==> src/rtl/digit_serial_adder.sv <==
// Digit-serial adder: a WIDTH-bit add performed 2 bits per clock on one shared
// 2-bit ripple-carry slice, with the slice carry held in a register between cycles.

module adder_2bit (
    input  logic [1:0] A,
    input  logic [1:0] B,
    input  logic       Cin,
    output logic [1:0] S,
    output logic       Cout
);
    logic c1_s;

    assign S[0] = A[0] ^ B[0] ^ Cin;
    assign c1_s = (A[0] & B[0]) | (Cin & (A[0] ^ B[0]));
    assign S[1] = A[1] ^ B[1] ^ c1_s;
    assign Cout = (A[1] & B[1]) | (c1_s & (A[1] ^ B[1]));
endmodule

module digit_serial_adder #(
    parameter int WIDTH = 8
) (
    input  logic             clk,
    input  logic             rst,
    input  logic             start,
    input  logic [WIDTH-1:0] A,
    input  logic [WIDTH-1:0] B,
    input  logic             Cin,
    output logic             ready,
    output logic             busy,
    output logic             done,
    output logic [WIDTH-1:0] S,
    output logic             Cout,
    output logic             overflow
);
    localparam int N  = WIDTH / 2;
    localparam int KW = (N > 1) ? $clog2(N) : 1;
    localparam logic [KW-1:0] LAST_K = KW'(N - 1);

    typedef enum logic [1:0] {
        IDLE = 2'd0,
        RUN  = 2'd1,
        DONE = 2'd2
    } state_t;

    state_t           state_q;
    logic [WIDTH-1:0] a_q;
    logic [WIDTH-1:0] b_q;
    logic [WIDTH-1:0] s_q;
    logic             carry_q;
    logic             cout_q;
    logic             ovf_q;
    logic [KW-1:0]    k_q;
    logic [KW-1:0]    k_d;

    logic [1:0]       a_sl_s;
    logic [1:0]       b_sl_s;
    logic [1:0]       sum_s;
    logic             c_s;
    logic             last_s;

    assign a_sl_s = a_q[{k_q, 1'b0} +: 2];
    assign b_sl_s = b_q[{k_q, 1'b0} +: 2];
    assign k_d    = k_q + 1'b1;
    assign last_s = (k_q == LAST_K);

    adder_2bit u_slice (
        .A    (a_sl_s),
        .B    (b_sl_s),
        .Cin  (carry_q),
        .S    (sum_s),
        .Cout (c_s)
    );

    // Control FSM and datapath registers; the carry between slices lives only in carry_q
    always_ff @(posedge clk) begin
        if (rst) begin
            state_q <= IDLE;
            a_q     <= '0;
            b_q     <= '0;
            s_q     <= '0;
            carry_q <= 1'b0;
            cout_q  <= 1'b0;
            ovf_q   <= 1'b0;
            k_q     <= '0;
        end else begin
            case (state_q)
                IDLE: begin
                    if (start) begin
                        a_q     <= A;
                        b_q     <= B;
                        carry_q <= Cin;
                        k_q     <= '0;
                        s_q     <= '0;
                        cout_q  <= 1'b0;
                        ovf_q   <= 1'b0;
                        state_q <= RUN;
                    end else begin
                        state_q <= IDLE;
                    end
                end
                RUN: begin
                    s_q[{k_q, 1'b0} +: 2] <= sum_s;
                    carry_q <= c_s;
                    k_q     <= k_d;
                    if (last_s) begin
                        // sum_s[1] is the final sum MSB, so overflow needs no wait for s_q
                        cout_q  <= c_s;
                        ovf_q   <= (a_q[WIDTH-1] == b_q[WIDTH-1]) & (sum_s[1] != a_q[WIDTH-1]);
                        state_q <= DONE;
                    end else begin
                        state_q <= RUN;
                    end
                end
                DONE: begin
                    state_q <= IDLE;
                end
                default: begin
                    state_q <= IDLE;
                end
            endcase
        end
    end

    assign ready    = (state_q == IDLE);
    assign busy     = (state_q == RUN);
    assign done     = (state_q == DONE);
    assign S        = s_q;
    assign Cout     = cout_q;
    assign overflow = ovf_q;
endmodule

==> config.mk <==
export PLATFORM = sky130hd
export DESIGN_NAME = digit_serial_adder
export DESIGN_NICKNAME = d
export VERILOG_FILES = /design/src/rtl/digit_serial_adder.sv
export SDC_FILE = /design/constraint.sdc
export NUM_CORES = 1
export LEC_CHECK = 0
export BUFFER_PORTS_ARGS = -buffer_cell sky130_fd_sc_hd__buf_2
export CAP_MARGIN = 20
export CORE_ASPECT_RATIO = 1.5
export CORE_UTILIZATION = 25
export CTS_CLUSTER_SIZE = 8
export DETAILED_ROUTE_END_ITERATION = 6
export PLACE_DENSITY = 0.57
export SLEW_MARGIN = 0
export SYNTH_ARGS = -nofsm -noshare
export SYNTH_HDL_FRONTEND = slang
export SYNTH_SLANG_ARGS = --single-unit
==> constraint.sdc <==
create_clock -name clk -period 2.3 [get_ports clk]
set_clock_uncertainty 0.1 [all_clocks]
set_input_delay 0 -clock clk [delete_from_list [all_inputs] [get_ports clk]]
set_output_delay 0 -clock clk [all_outputs]
set_load 0.03 [all_outputs]
Yosys cells after proc, flatten, opt, wreduce, memory -nomap -nowiden

Cells that the tools add are included.

Multiplexer cells: 15
Bitwise operators: 11
Equal/unequal tests: 7
Shift-type cells: 4
Reductions and logical operators: 5
Add/sub/neg operators: 2

Operators by type and width:

| kind                                                  | number |
|---|---|
| one-hot mux 8 bit (2 select lines)                    | 1 |
| variable part select 8 x 4 -> 2 bit                   | 2 |
| bitwise mux 8 bit                                     | 1 |
| 2-to-1 mux 8 bit                                      | 1 |
| one-hot mux 2 bit (2 select lines)                    | 2 |
| variable shift 2 x 5 -> 8 bit, first input constant   | 1 |
| variable part select 2 x 5 -> 8 bit                   | 1 |
| one-hot mux 1 bit (2 select lines)                    | 3 |
| AND 1 bit                                             | 5 |
| 2-to-1 mux 1 bit                                      | 5 |
| negation 3 -> 5 bit                                   | 1 |
| equality test 2 bit, second input constant            | 2 |
| 2-to-1 mux 2 bit                                      | 2 |
| AND reduction 2 bit                                   | 2 |
| bitwise XOR 1 bit                                     | 4 |
| AND reduction 3 bit                                   | 1 |
| adder 2 x 1 -> 2 bit, second input constant           | 1 |
| equality test 2 x 1 -> 1 bit, second input constant   | 1 |
| logical NOT 2 bit                                     | 1 |
| inequality test 2 x 1 -> 1 bit, second input constant | 1 |
| inequality test 2 bit, second input constant          | 1 |
| OR 1 bit                                              | 2 |
| nonzero test 2 bit                                    | 1 |
| equality test 1 bit                                   | 1 |
| inequality test 1 bit                                 | 1 |

Output and inout bits: 13
Logic and storage cells: 52
Register bits: 31

Longest topological paths before layout

Gate-level depths: netlist (run 1).

Depth after elaboration: 9
Depth in mapped cells: 7

Hierarchy

A second synthesis (run 1) with hierarchy kept.

Cell total of the unflattened synthesis: 166
Area, all modules: 1506.4 sq um

By module, submodules not included:

| module             | seq. area each (sq um) | cells an instance | times used | area each (sq um) |
|---|---|---|---|---|
| digit_serial_adder | 620.6                  | 156               | 1          | 1436.4 |
| adder_2bit         | 0.0                    | 10                | 1          | 70.1 |

Worst setup path after synthesis (run 1)

Ideal clock, no wire load.

Kind: flip-flop to flip-flop
Start point: register k_q[0]
End point: register ovf_q, in the netlist overflow
Setup slack: -0.165 ns
Setup time: 0.070 ns
Cell stages (with the launch flop): 8
Required time: 2.130 ns
Arrival: 2.295 ns
Cells stage by stage: dfxtp_1 buf_2 mux4_2 fa_1 fa_1 nand2b_1 o22ai_1 o2bb2ai_1

Longest elaborated chain between the ends: 9

RTL lines:

| element                                                       | line   | text |
|---|---|---|
| start, declared                                               | 52     | `logic [KW-1:0] k_q;` |
| start signal, assigned                                        | 104    | `k_q <= k_d;` |
| variable part select 8 x 4 -> 2 bit, on equally long branches | 61, 62 |  |
| bitwise XOR 1 bit                                             | 14     | `assign c1_s = (A[0] & B[0]) \| (Cin & (A[0] ^ B[0]));` |
| AND 1 bit                                                     | 14     |  |
| OR 1 bit                                                      | 14     |  |
| bitwise XOR 1 bit                                             | 15     | `assign S[1] = A[1] ^ B[1] ^ c1_s;` |
| inequality test 1 bit                                         | 108    | `ovf_q <= (a_q[WIDTH-1] == b_q[WIDTH-1]) & (sum_s[1] != a_q[WIDTH-1]);` |
| AND 1 bit                                                     | 108    |  |
| 2-to-1 mux 1 bit                                              | 105    | `if (last_s) begin` |
| one-hot mux 1 bit (2 select lines)                            | 86     | `case (state_q)` |
| end signal, assigned                                          | 108    |  |
| end, declared                                                 | 51     | `logic ovf_q;` |

Parallel ways exist; a longest one is shown, timed or not. The select of a mux whose other input is x is not followed.
A chain may end at the register's enable or synchronous reset.

Worst setup path after layout (run 1)

Start point: register k_q[0]
End point: register s_q[7], in the netlist S[7]

Longest elaborated chain between the ends: 8

RTL lines:

| element                                                       | line   | text |
|---|---|---|
| variable part select 8 x 4 -> 2 bit, on equally long branches | 61, 62 |  |
| bitwise XOR 1 bit                                             | 13, 14 |  |
| AND 1 bit                                                     | 14     |  |
| OR 1 bit                                                      | 14     |  |
| bitwise XOR 1 bit                                             | 15     |  |
| variable part select 2 x 5 -> 8 bit                           | 102    | `s_q[{k_q, 1'b0} +: 2] <= sum_s;` |
| bitwise mux 8 bit *                                           | 102    |  |
| one-hot mux 8 bit (2 select lines) *                          | 86     |  |
| end signal, assigned by index                                 | 102    |  |
| end, declared                                                 | 48     | `logic [WIDTH-1:0] s_q;` |

Every way passes the cells marked *; elsewhere a longest branch is shown, timed or not.

==> metrics.md, run 1 <==
| Metric | Value |
|---|---|
| Num ports | 33 |
| Total number of H-tree levels | 2 |
| Core occupancy in the finished layout | approximately 35% |
| Leakage | 0.788 nW |
| Slew @ Worst Pin | about 0.58 ns |
| Sum of routed wire length over all layers | between 3 and 4 mm |
| Setup violations, final | 1 |
| Final sum of negative setup slack | -0.00981 ns |
| Synth cell count leaders | 36 x sky130_fd_sc_hd__nand2_1, 31 x sky130_fd_sc_hd__dfxtp_1, 19 x sky130_fd_sc_hd__a21oi_1 |
| Kind of start point of the critical path | flop |
| HPWL after detailed placement | between 2 and 2.5 mm |
| GPL Wtd Cong | around 0.75 |
| Fraction of power spent switching nets | a little over a quarter |
| Floorplan Core Area | between 5000 and 6000 sq um |
| Worst EP required | approximately 2.4 ns |
| Clock network fraction of design power | between 30% and 40% |
| Number of buffer and inverter stages on the critical path | 0 |
| Total of max-cap violations | 0 |
| Arr. time, crit path | about 2.4 ns |
| Via count normalized by instance count | 4.46 |
| Number of nets still failing antenna checks after routing | 0 |
| Buffers from clock root to sink, at most | 2 |
| Share of the yosys chip area belonging to registers | 42.9% |
| Comb pwr share | between 15 and 20% |
| Main synth FF type | sky130_fd_sc_hd__dfxtp_1 |
| Run status | finished, violations left |
| Number of nets in the layout | approximately 240 |
| Worst setup margin | -0.00981 ns |
| Cell Pwr Density | between 600 and 700 nW/um^2 |
| Synth Cell Area | about 1400 sq um |
| CP max FO | 4 |
| Most used cell, CP | sky130_fd_sc_hd__fa_2 |
| Vias in the first global route | around 1300 |
| Critical path class | flop to flop |
| Drt first pass iters | 4 |
| Maximum number of pins on one net before global-route repair | 34 |
| Standard cell area after detailed placement | 1690 sq um |
| Biggest area contributors in the synthesized netlist | sky130_fd_sc_hd__dfxtp_1 43%, sky130_fd_sc_hd__nand2_1 9.3%, sky130_fd_sc_hd__a21oi_1 6.6%, sky130_fd_sc_hd__mux4_2 6.2%, sky130_fd_sc_hd__ha_1 3.5% |
| Count of different cell masters after synthesis | 30 |
| Clock sinks | 31 |
| Clk Latency, worst-skew pair | 0.28 ns |
| Crit share post-route | 100% |
| Multi-input gate area | ~750 sq um |
| Die ar. | around 6100 sq um |
| Number of buffers inserted during clock tree synthesis | 5 |
| CTS Root Buffer Type | sky130_fd_sc_hd__clkbuf_8 |
| Input/output buffers | 32 |
| Layout cell share with drive strength beyond 1 | between 20 and 30% |
| Worst voltage drop across the vdd grid | between 0.0002 and 0.0003 V |
| Register bit total from synthesis | 31 |
| Width of the chip | roughly 64 um |
| Worst min-delay path category | primary input to flop |
| Most repeated cell in the gate-level netlist after synthesis | sky130_fd_sc_hd__nand2_1 |
| Initial standard-cell utilization of the core | roughly a quarter |
| Drt initial violations | 45 |
| Antenna Diode Count | 0 |
| Final slew viol count | 0 |
| # fillers | around 630 |
| Maximum frequency from static timing analysis | between 400 and 500 MHz |
| Total grt overflow | 0 |
| Vias post-DR | 1279 |
| Combined global-route utilization of all metal layers | between 10% and 20% |
| Routed wirelength normalized by instance count | ~12 um |
| Delay of the slowest critical-path stage | roughly 0.56 ns |
| Crit-path leading delay family | adder cells |
| Die height | 95.2 um |
| Total power consumption of the routed design | ~1.2 mW |
| Portion of synthesized cell area occupied by the leading cell type | 42.9% |
| Hold violation count in the final report | 0 |
| Post-route worst hold slack | 0.0400 ns |
| Synth Area per Inst | approximately 8.8 sq um |
| Area grow syn2layout | 35.4% |
| CP endpoint kind | flop |
| Unrepaired setup endpoints after global routing | yes |
| Violations in the final reports | negative setup slack |
| Switching power | 0.315 mW |
| Remaining design rule violation count | 0 |
| Cell area after layout | 1960 sq um |
| Nets in the synthesized netlist | between 150 and 200 |
| EDFF count, synth | 0 |
| Final critical path time including I/O delays and setup | approximately 2.3 ns |
| Async set-reset flop share out of synthesis | 0% |
| Initial antenna violation count | 0 |
| Worst max-slew margin expressed relative to the limit | approximately 60% |
| Yosys Warn Count | 0 |
| Register share of total power | between 40% and 50% |
| Post-synthesis cell type with the largest combined area | sky130_fd_sc_hd__dfxtp_1 |
| Cell-internal power | between 0.8 and 0.9 mW |
| Area used by sequential logic in the layout | roughly 620 sq um |
| Clock tree from TritonCTS | yes |
| Post-CTS clock slew at the launch and capture registers of the worst setup and hold paths | 0.06 ns |
| Standard-cell row count | 33 |
| Series of cell instances along the critical path | mux4_2, fa_2, fa_2, nand2b_1, o32ai_1 |
| Global-route wire length before repair | about 6 mm |
| Slowest cell on crit path | sky130_fd_sc_hd__fa_2 |
| Post-Synthesis Cells | approximately 160 |
[metal layers]
metal | share of wire, % | vias to the layer above | track usage [%]
met1 | 44 | 574 | 14.0
met5 | 0 | - | 0
met4 | 2.2 | 0 | 6.11
met2 | 50 | 30 | 23.4
li1 | - | 666 | -
met3 | 4.3 | 9 | 2.63
[area by class of cell]
| cell class | count | share of cell area, % |
|---|---|---|
| Multi-Input combinational cell | 115 | 38.3 |
| Sequential cell | 31 | 31.9 |
| Timing Repair Buffer | 57 | 20.1 |
| Tap cell | 70 | 4.47 |
| Clock buffer | 6 | 3.71 |
| Inverter | 8 | 1.53 |
[metrics by stage]
step / worst slack, ns / std cells
2_1_floorplan: -0.0232 / 164
3_3_place_gp: -0.00808 / 262
3_5_place_dp: -0.106 / 262
4_1_cts: -0.00465 / 286
5_1_grt: -0.107 / 287
6_report: -0.00981 / 287
[worst min-delay path, delay by kind of cell]
kind	cells	cell delay, ns
buf+inv	1	0.16
compound gates	2	0.23
[layout by cell type, fill, tap and decap left out, drive strengths merged, types with 2 or more instances in the layout]
cell type    instances
dfxtp               31
o21ai               10
buf                 40
a211oi               2
nor3b                2
nand3                3
inv                  8
fa                   2
ha                   4
o32ai                4
mux2i                3
clkbuf               6
a21oi               19
dlygate4sd3         17
nand2b               5
nor2b                5
o22ai                2
nand2               36
nor2                 6
mux4                 4
[kinds of logic (layout without fill, tap and decap cells)]
group           Yosys count  count (layout)  share of synthesized area, %
compound gates           39              39                          15.7
buf+inv                  18              71                          5.62
mux                       7               7                          8.30
flops                    31              31                          42.9
simple gates             63              63                          21.3
fa+ha+maj                 6               6                          6.23
[power groups by stage]
stage	combinational [mW]	clock, mW	sequential [mW]
after CTS	0.210	0.396	0.582
after global routing	0.239	0.418	0.586
after detailed placement	0.185	0	0.595
after global placement	0.181	0	0.594
final	0.212	0.389	0.582
after floorplan	0.132	0	0.590
[final timing paths]
kind | from | end | slack, ns | cells past startpoint
min reg2reg | b_q[2] | b_q[2] | 0.35 | 2
min | start | k_q[0] | 0.04 | 3
max reg2reg | k_q[0] | S[7] | -0.01 | 5
max | k_q[0] | S[7] | -0.01 | 5
[registers in the layout, indices dropped and copies added (netlist names)]
name and flops:
S 8, b_q 8, overflow 1, a_q 8
carry_q 1, state_q 2, k_q 2, Cout 1
[repair_timing]
item	CTS	global route
gates cloned	0	0
hold endpoints to repair	17	0
pin swaps	3	0
endpoints found under the setup margin	5	5
gates resized for setup	3	1
buffers inserted	1	0
hold buffers	17	0
No activity file was read; power rests on OpenSTA's default activity.
==> run 2, diff against run 1 <==
--- a/config.mk
+++ b/config.mk
@@ -13,2 +13,3 @@
 export DETAILED_ROUTE_END_ITERATION = 6
+export HOLD_SLACK_MARGIN = 0.05
 export PLACE_DENSITY = 0.57
--- a/constraint.sdc
+++ b/constraint.sdc
@@ -4,2 +4,2 @@
 set_output_delay 0 -clock clk [all_outputs]
-set_load 0.03 [all_outputs]
+set_load 0.01 [all_outputs]
==> run 2 against run 1 <==
The run still ends with negative setup slack left. Cell count grew 0.35%. Sequential share of layout area down 0.16 points. Count of clock-buffer cells in the layout stayed put. Routed wire length grew 0.20%. Clock power is essentially flat. Utilization increased by 0.18 points. Global-route usage up 0.050 points. Design area grew 0.51%.
==> metrics.md, run 2 (same netlist as run 1, synthesis figures left out) <==
| Metric | Value |
|---|---|
| Maximum frequency from static timing analysis | 433 MHz (about the same) |
| Cell area after layout | 1970 sq um (+0.51%) |
| Num ports | 33 (unchanged) |
| Vias post-DR | 1285 (+0.47%) |
| Most used cell, CP | sky130_fd_sc_hd__fa_2 |
| Hold Crit Depth | 2 (-1) |
| Drt initial violations | 30 (-33%) |
| Slowest cell on crit path | sky130_fd_sc_hd__fa_2 |
| Initial standard-cell utilization of the core | 26.1% (unchanged) |
| Via count normalized by instance count | 4.46 (+0.12%) |
| CTS Root Buffer Type | sky130_fd_sc_hd__clkbuf_8 |
| Sum of routed wire length over all layers | 3.43 mm (+0.20%) |
| Antenna Diode Count | 0 (unchanged) |
| Number of nets still failing antenna checks after routing | 0 (unchanged) |
| GPL Wtd Cong | 0.748 (unchanged) |
| Area used by sequential logic in the layout | 624 sq um (unchanged) |
| CP max FO | 4 (unchanged) |
| Setup violations, final | 1 (unchanged) |
| # fillers | 624 (-0.32%) |
| Worst-case hold path end point | a_q[6] |
| Crit-path leading delay family | adder cells |
| Routed wirelength normalized by instance count | 11.9 um (-0.14%) |
| Worst max-slew margin expressed relative to the limit | 61.6% (about the same) |
| Delay of the slowest critical-path stage | 0.56 ns (about the same) |
| Violations in the final reports | negative setup slack |
| Multi-input gate area | 749 sq um (unchanged) |
| Clock tree from TritonCTS | yes |
| Most common library cell in the layout ignoring fill and taps | sky130_fd_sc_hd__nand2_1 |
| Worst reg2reg path startpoint | k_q[0] |
| Total power consumption of the routed design | 1.18 mW (-0.49%) |
| Area grow syn2layout | 36.1% |
| Standard-cell row count | 33 (unchanged) |
| Hold violation count in the final report | 0 (unchanged) |
| Kind of start point of the critical path | flop |
| Arr. time, crit path | 2.40 ns (about the same) |
| Critical path class | flop to flop |
| Worst min-delay path category | primary input to flop |
| Slew @ Worst Pin | 0.576 ns (+0.000424 ns) |
| Number of buffer and inverter stages on the critical path | 0 (unchanged) |
| Global-route wire length before repair | 6.04 mm (+0.47%) |
| Worst voltage drop across the vdd grid | 0.000266 V (-0.11%) |
| Die ar. | 6100 sq um (unchanged) |
| Standard cell area after detailed placement | 1690 sq um (unchanged) |
| Final slew viol count | 0 (unchanged) |
| Vias in the first global route | 1349 (+0.67%) |
| Maximum number of pins on one net before global-route repair | 34 (unchanged) |
| Crit share post-route | 100% (about the same) |
| Worst EP required | 2.39 ns (about the same) |
| Total grt overflow | 0 (unchanged) |
| Input/output buffers | 32 (unchanged) |
| Layout cell share with drive strength beyond 1 | 25.7% (-0.12 points) |
| Post-CTS clock slew at the launch and capture registers of the worst setup and hold paths | 0.06 ns (about the same) |
| Commonest non-fill, non-tap cells in the layout | 36 x sky130_fd_sc_hd__nand2_1, 32 x sky130_fd_sc_hd__buf_2, 30 x sky130_fd_sc_hd__dfxtp_1, 19 x sky130_fd_sc_hd__a21oi_1, 18 x sky130_fd_sc_hd__dlygate4sd3_1 |
| Critical Path Start | k_q[0] |
| Run status | finished, violations left |
| Drt first pass iters | 4 (unchanged) |
| Number of buffers inserted during clock tree synthesis | 5 (unchanged) |
| CP endpoint kind | flop |
| Worst R2R Path Depth | 5 (unchanged) |
| Buffers from clock root to sink, at most | 2 (unchanged) |
| Series of cell instances along the critical path | mux4_2, fa_2, fa_2, nand2b_1, o32ai_1 |
| Cell Pwr Density | 598 nW/um^2 (-1.0%) |
| Width of the chip | 64.1 um (unchanged) |
| Combined global-route utilization of all metal layers | 12.9% (+0.050 points) |
| Leakage | 0.792 nW (+0.53%) |
| Total number of H-tree levels | 2 (unchanged) |
| HPWL after detailed placement | 2.43 mm (unchanged) |
| Number of nets in the layout | 245 (+0.41%) |
| Clock sinks | 31 (unchanged) |
| Minimum setup slack among reg-to-reg paths | -0.01 ns (about the same) |
| Reg2Reg Capture Point | S[7] |
| Unrepaired setup endpoints after global routing | yes |
| Clk Latency, worst-skew pair | 0.29 ns (about the same) |
| Final critical path time including I/O delays and setup | 2.31 ns (+0.000683 ns) |
| Initial antenna violation count | 0 (unchanged) |
| Total of max-cap violations | 0 (unchanged) |
| Remaining design rule violation count | 0 (unchanged) |
| Die height | 95.2 um (unchanged) |
| Worst setup margin | -0.0105 ns (-0.000683 ns) |
| Floorplan Core Area | 5530 sq um (unchanged) |
| Hold_sp | rst |
==> run 2: how the worst max path moves through the flow <==
stage                           to  cells past startpoint  slack (ns)
after floorplan           overflow                      7       -0.02
after global placement        S[7]                      5      -0.008
after detailed placement      S[3]                      5       -0.11
after CTS                     S[7]                      5      -0.005
after global routing          S[7]                      5       -0.11
final                         S[7]                      5       -0.01
==> run 2: cell type report <==
| class | instances | area share, % |
|---|---|---|
| flip-flops and latches | 31 | 31.7 |
| repair buffers | 58 | 20.5 |
| multi-input cells | 115 | 38.1 |
| well taps | 70 | 4.45 |
| clock buffers | 6 | 3.69 |
| inverters | 8 | 1.53 |
==> run 2: where the power goes <==
part | total (mW) | leakage (nW) | internal [mW] | switching (mW)
Combinational | 0.206 | 0.501 | 0.105 | 0.101
Clock | 0.389 | 0.0371 | 0.201 | 0.188
Sequential | 0.582 | 0.254 | 0.562 | 0.0194
==> run 2: metrics by stage <==
step / hold slack (ns) / util (%) / std cells / TNS [ns] / setup slack, ns
after floorplan: 0.0360 / - / 164 / -0.0232 / -0.0232
after global placement: 0.145 / 30.6 / 262 / -0.00808 / -0.00808
after detailed placement: 0.146 / 30.6 / 262 / -0.371 / -0.106
after CTS: 0.142 / 35.3 / 287 / -0.00465 / -0.00465
after global routing: 0.169 / 35.6 / 288 / -0.428 / -0.107
final: 0.122 / 35.6 / 288 / -0.0105 / -0.0105
==> run 2: routing by layer <==
layer / up-vias / wire (um) / global-route usage [%]
li1: 669 / - / -
met1: 577 / 1500 / 14.0
met2: 30 / 1710 / 23.6
met3: 9 / 146 / 2.63
met4: 0 / 74 / 6.11
met5: - / 0 / 0
==> run 2: timing repair <==
| action | CTS | global route |
|---|---|---|
| hold endpoints to repair | 18 | 0 |
| setup endpoints to repair | 5 | 5 |
| pin swaps | 3 | 0 |
| hold buffers | 18 | 0 |
| setup buffers | 1 | 0 |
| gates resized for setup | 3 | 1 |
==> run 3, diff against run 2 <==
CORE_UTILIZATION = 47   (was 25)
PLACE_DENSITY = 0.86   (was 0.57)
SLEW_MARGIN = unset   (was 0)
==> run 3 against run 2 <==
Largest power group unchanged. Sequential share of layout area grew 0.66 points. Via count up 4.0%. The flow now finishes without violations. Routed wire length grew 1.7%. Design area decreased by 2.0%.
==> metrics.md, run 3 (same netlist as run 1, synthesis figures left out) <==
| Metric | Value |
|---|---|
| Run status | finished, final reports clean |
| Final slew viol count | 0 (unchanged) |
| Hold violation count in the final report | 0 (unchanged) |
| Vias in the first global route | 1332 (-1.3%) |
| Clock sinks | 31 (unchanged) |
| Standard-cell row count | 24 (-27%) |
| Series of cell instances along the critical path | mux4_2, fa_2, fa_1, nand2b_1, o22ai_1, o2bb2ai_1 |
| Slowest cell on crit path | sky130_fd_sc_hd__fa_1 |
| Number of nets in the layout | 240 (-2.0%) |
| Maximum number of pins on one net before global-route repair | 34 (unchanged) |
| Hold_sp | start |
| Combined global-route utilization of all metal layers | 25.0% (+12 points) |
| Routed wirelength normalized by instance count | 13.7 um (+15%) |
| Commonest non-fill, non-tap cells in the layout | 36 x sky130_fd_sc_hd__nand2_1, 32 x sky130_fd_sc_hd__buf_2, 30 x sky130_fd_sc_hd__dfxtp_1, 19 x sky130_fd_sc_hd__a21oi_1, 17 x sky130_fd_sc_hd__dlygate4sd3_1 |
| Clock tree from TritonCTS | yes |
| Leakage | 0.792 nW (about the same) |
| Unrepaired setup endpoints after global routing | yes |
| Number of buffers inserted during clock tree synthesis | 5 (unchanged) |
| Total number of H-tree levels | 2 (unchanged) |
| Minimum setup slack among reg-to-reg paths | 0.03 ns (+0.04 ns) |
| Total grt overflow | 0 (unchanged) |
| Remaining design rule violation count | 0 (unchanged) |
| Clk Latency, worst-skew pair | 0.29 ns (about the same) |
| Final critical path time including I/O delays and setup | 2.27 ns (-0.0376 ns) |
| Worst EP required | 2.42 ns (+0.03 ns) |
| Delay of the slowest critical-path stage | 0.54 ns (-0.02 ns) |
| Cell Pwr Density | 692 nW/um^2 (+16%) |
| Number of nets still failing antenna checks after routing | 0 (unchanged) |
| Post-CTS clock slew at the launch and capture registers of the worst setup and hold paths | 0.06 ns (about the same) |
| Reg2Reg Capture Point | overflow |
| Worst max-slew margin expressed relative to the limit | 34.2% (-27 points) |
| Count of buffers added by post-CTS timing repair for setup | 0 (-1) |
| Worst-case hold path end point | k_q[0] |
| Die ar. | 3310 sq um (-46%) |
| Final sum of negative setup slack | 0 ns (+0.0105 ns) |
| GR Util met3 | 8.79% (+6.2 points) |
| Maximum frequency from static timing analysis | 440 MHz (+1.7%) |
| Buffers from clock root to sink, at most | 2 (unchanged) |
| Critical path class | flop to flop |
| GPL Wtd Cong | 0.848 (+13%) |
| Input/output buffers | 32 (unchanged) |
| Most congested layer reported by global routing | met2 |
| Via count normalized by instance count | 5.26 (+18%) |
| Most common library cell in the layout ignoring fill and taps | sky130_fd_sc_hd__nand2_1 |
| Vias post-DR | 1336 (+4.0%) |
| Drt initial violations | 39 (+30%) |
| Total of max-cap violations | 0 (unchanged) |
| Worst voltage drop across the vdd grid | 0.000545 V (+100%) |
| Antenna Diode Count | 0 (unchanged) |
| Initial standard-cell utilization of the core | 49.7% (+24 points) |
| Sum of routed wire length over all layers | 3.49 mm (+1.7%) |
| Die height | 69.9 um (-27%) |
| Global-route wire length before repair | 5.89 mm (-2.5%) |
| Total power consumption of the routed design | 1.33 mW (+13%) |
| Num ports | 33 (unchanged) |
| Cell Count Post-Placement | 229 (-13%) |
| CTS Root Buffer Type | sky130_fd_sc_hd__clkbuf_8 |
| Worst min-delay path category | primary input to flop |
| Crit share post-route | 98.8% (-1.6 points) |
| Width of the chip | 47.3 um (-26%) |
| Setup violations, final | 0 (-1) |
| CP endpoint kind | flop |
| Hold Crit Depth | 3 (+1) |
| HPWL after detailed placement | 2.17 mm (-11%) |
| Met1 Track Usage GR | 27.0% (+13 points) |
| # fillers | 220 (-65%) |
| Initial antenna violation count | 0 (unchanged) |
| Arr. time, crit path | 2.39 ns (about the same) |
| Worst reg2reg path startpoint | k_q[0] |
| Met2 usage | 41.2% (+18 points) |
| Final std cells w/o fill | 254 (-12%) |
| CP max FO | 4 (unchanged) |
| Drt first pass iters | 4 (unchanged) |
| Worst R2R Path Depth | 6 (+1) |
| Layout cell share with drive strength beyond 1 | 25.1% (-0.57 points) |
| Slew @ Worst Pin | 0.982 ns (+0.406 ns) |
| Floorplan Core Area | 2910 sq um (-47%) |
| Kind of start point of the critical path | flop |
| Core occupancy in the finished layout | 66.2% (+31 points) |
| Area grow syn2layout | 33.3% |
## run 3: cell count changes in the layout (fill, tap and decap cells not counted), sizes merged
cell	before	now
dlygate4sd3	18	17
bufinv	0	1
clkinv	0	1
buf	40	36
## run 3: report_power, final
group,internal (mW),switching (mW),leakage (nW)
sequential,0.562,0.0242,0.254
combinational,0.0962,0.0979,0.477
clock,0.350,0.204,0.0612
total,1.01,0.326,0.792
## run 3: worst max path at each step
| stage | startpoint | end | slack (ns) | cells after the start |
|---|---|---|---|---|
| floorplan | k_q[0] | overflow | -0.02 | 7 |
| global placement | k_q[0] | overflow | 0.05 | 6 |
| detailed placement | k_q[0] | S[5] | -0.004 | 5 |
| CTS | k_q[0] | overflow | 0.02 | 6 |
| global route | k_q[0] | overflow | -0.06 | 6 |
| finish | k_q[0] | overflow | 0.03 | 6 |
## run 3: per-stage QoR
stage	setup slack [ns]	instance area [sq um]	hold slack, ns
after global placement	0.0534	1640	0.140
after global routing	-0.0578	1930	0.0799
final	0.0271	1930	0.0680
after floorplan	-0.0232	1460	0.0360
after CTS	0.0212	1930	0.0556
after detailed placement	-0.00441	1640	0.146
## run 3: final cells by class
cell class	instances	area [sq um]	area share, %
inverter	8	30.0	1.56
sequential	31	624	32.4
clock buffer	6	82.6	4.28
timing repair buffer	53	360	18.7
multi-input combinational	115	747	38.7
clock inverter	2	35.0	1.82
tap	39	48.8	2.53
## run 3: critical path, delay by kind of cell (launching register included)
| kind | cells | cell delay [ns] |
|---|---|---|
| multiplexers | 1 | 0.51 |
| flip-flops | 1 | 0.37 |
| AND/OR/NAND/NOR | 1 | 0.07 |
| AO/OA/AOI/OAI | 2 | 0.23 |
| adder cells (fa/ha/maj) | 2 | 0.91 |
## run 3: routing by layer
metal	wire [um]	up-vias
met5	0	-
met4	96	0
met3	174	12
met2	1930	47
met1	1280	618
li1	-	659
## run 3: timing repair
| action | CTS | global route |
|---|---|---|
| pin swaps | 1 | 2 |
| hold buffers | 17 | 0 |
| setup endpoints to repair | 2 | 5 |
| cloned | 0 | 0 |
| hold endpoints to repair | 17 | 0 |
| resized for setup | 1 | 2 |
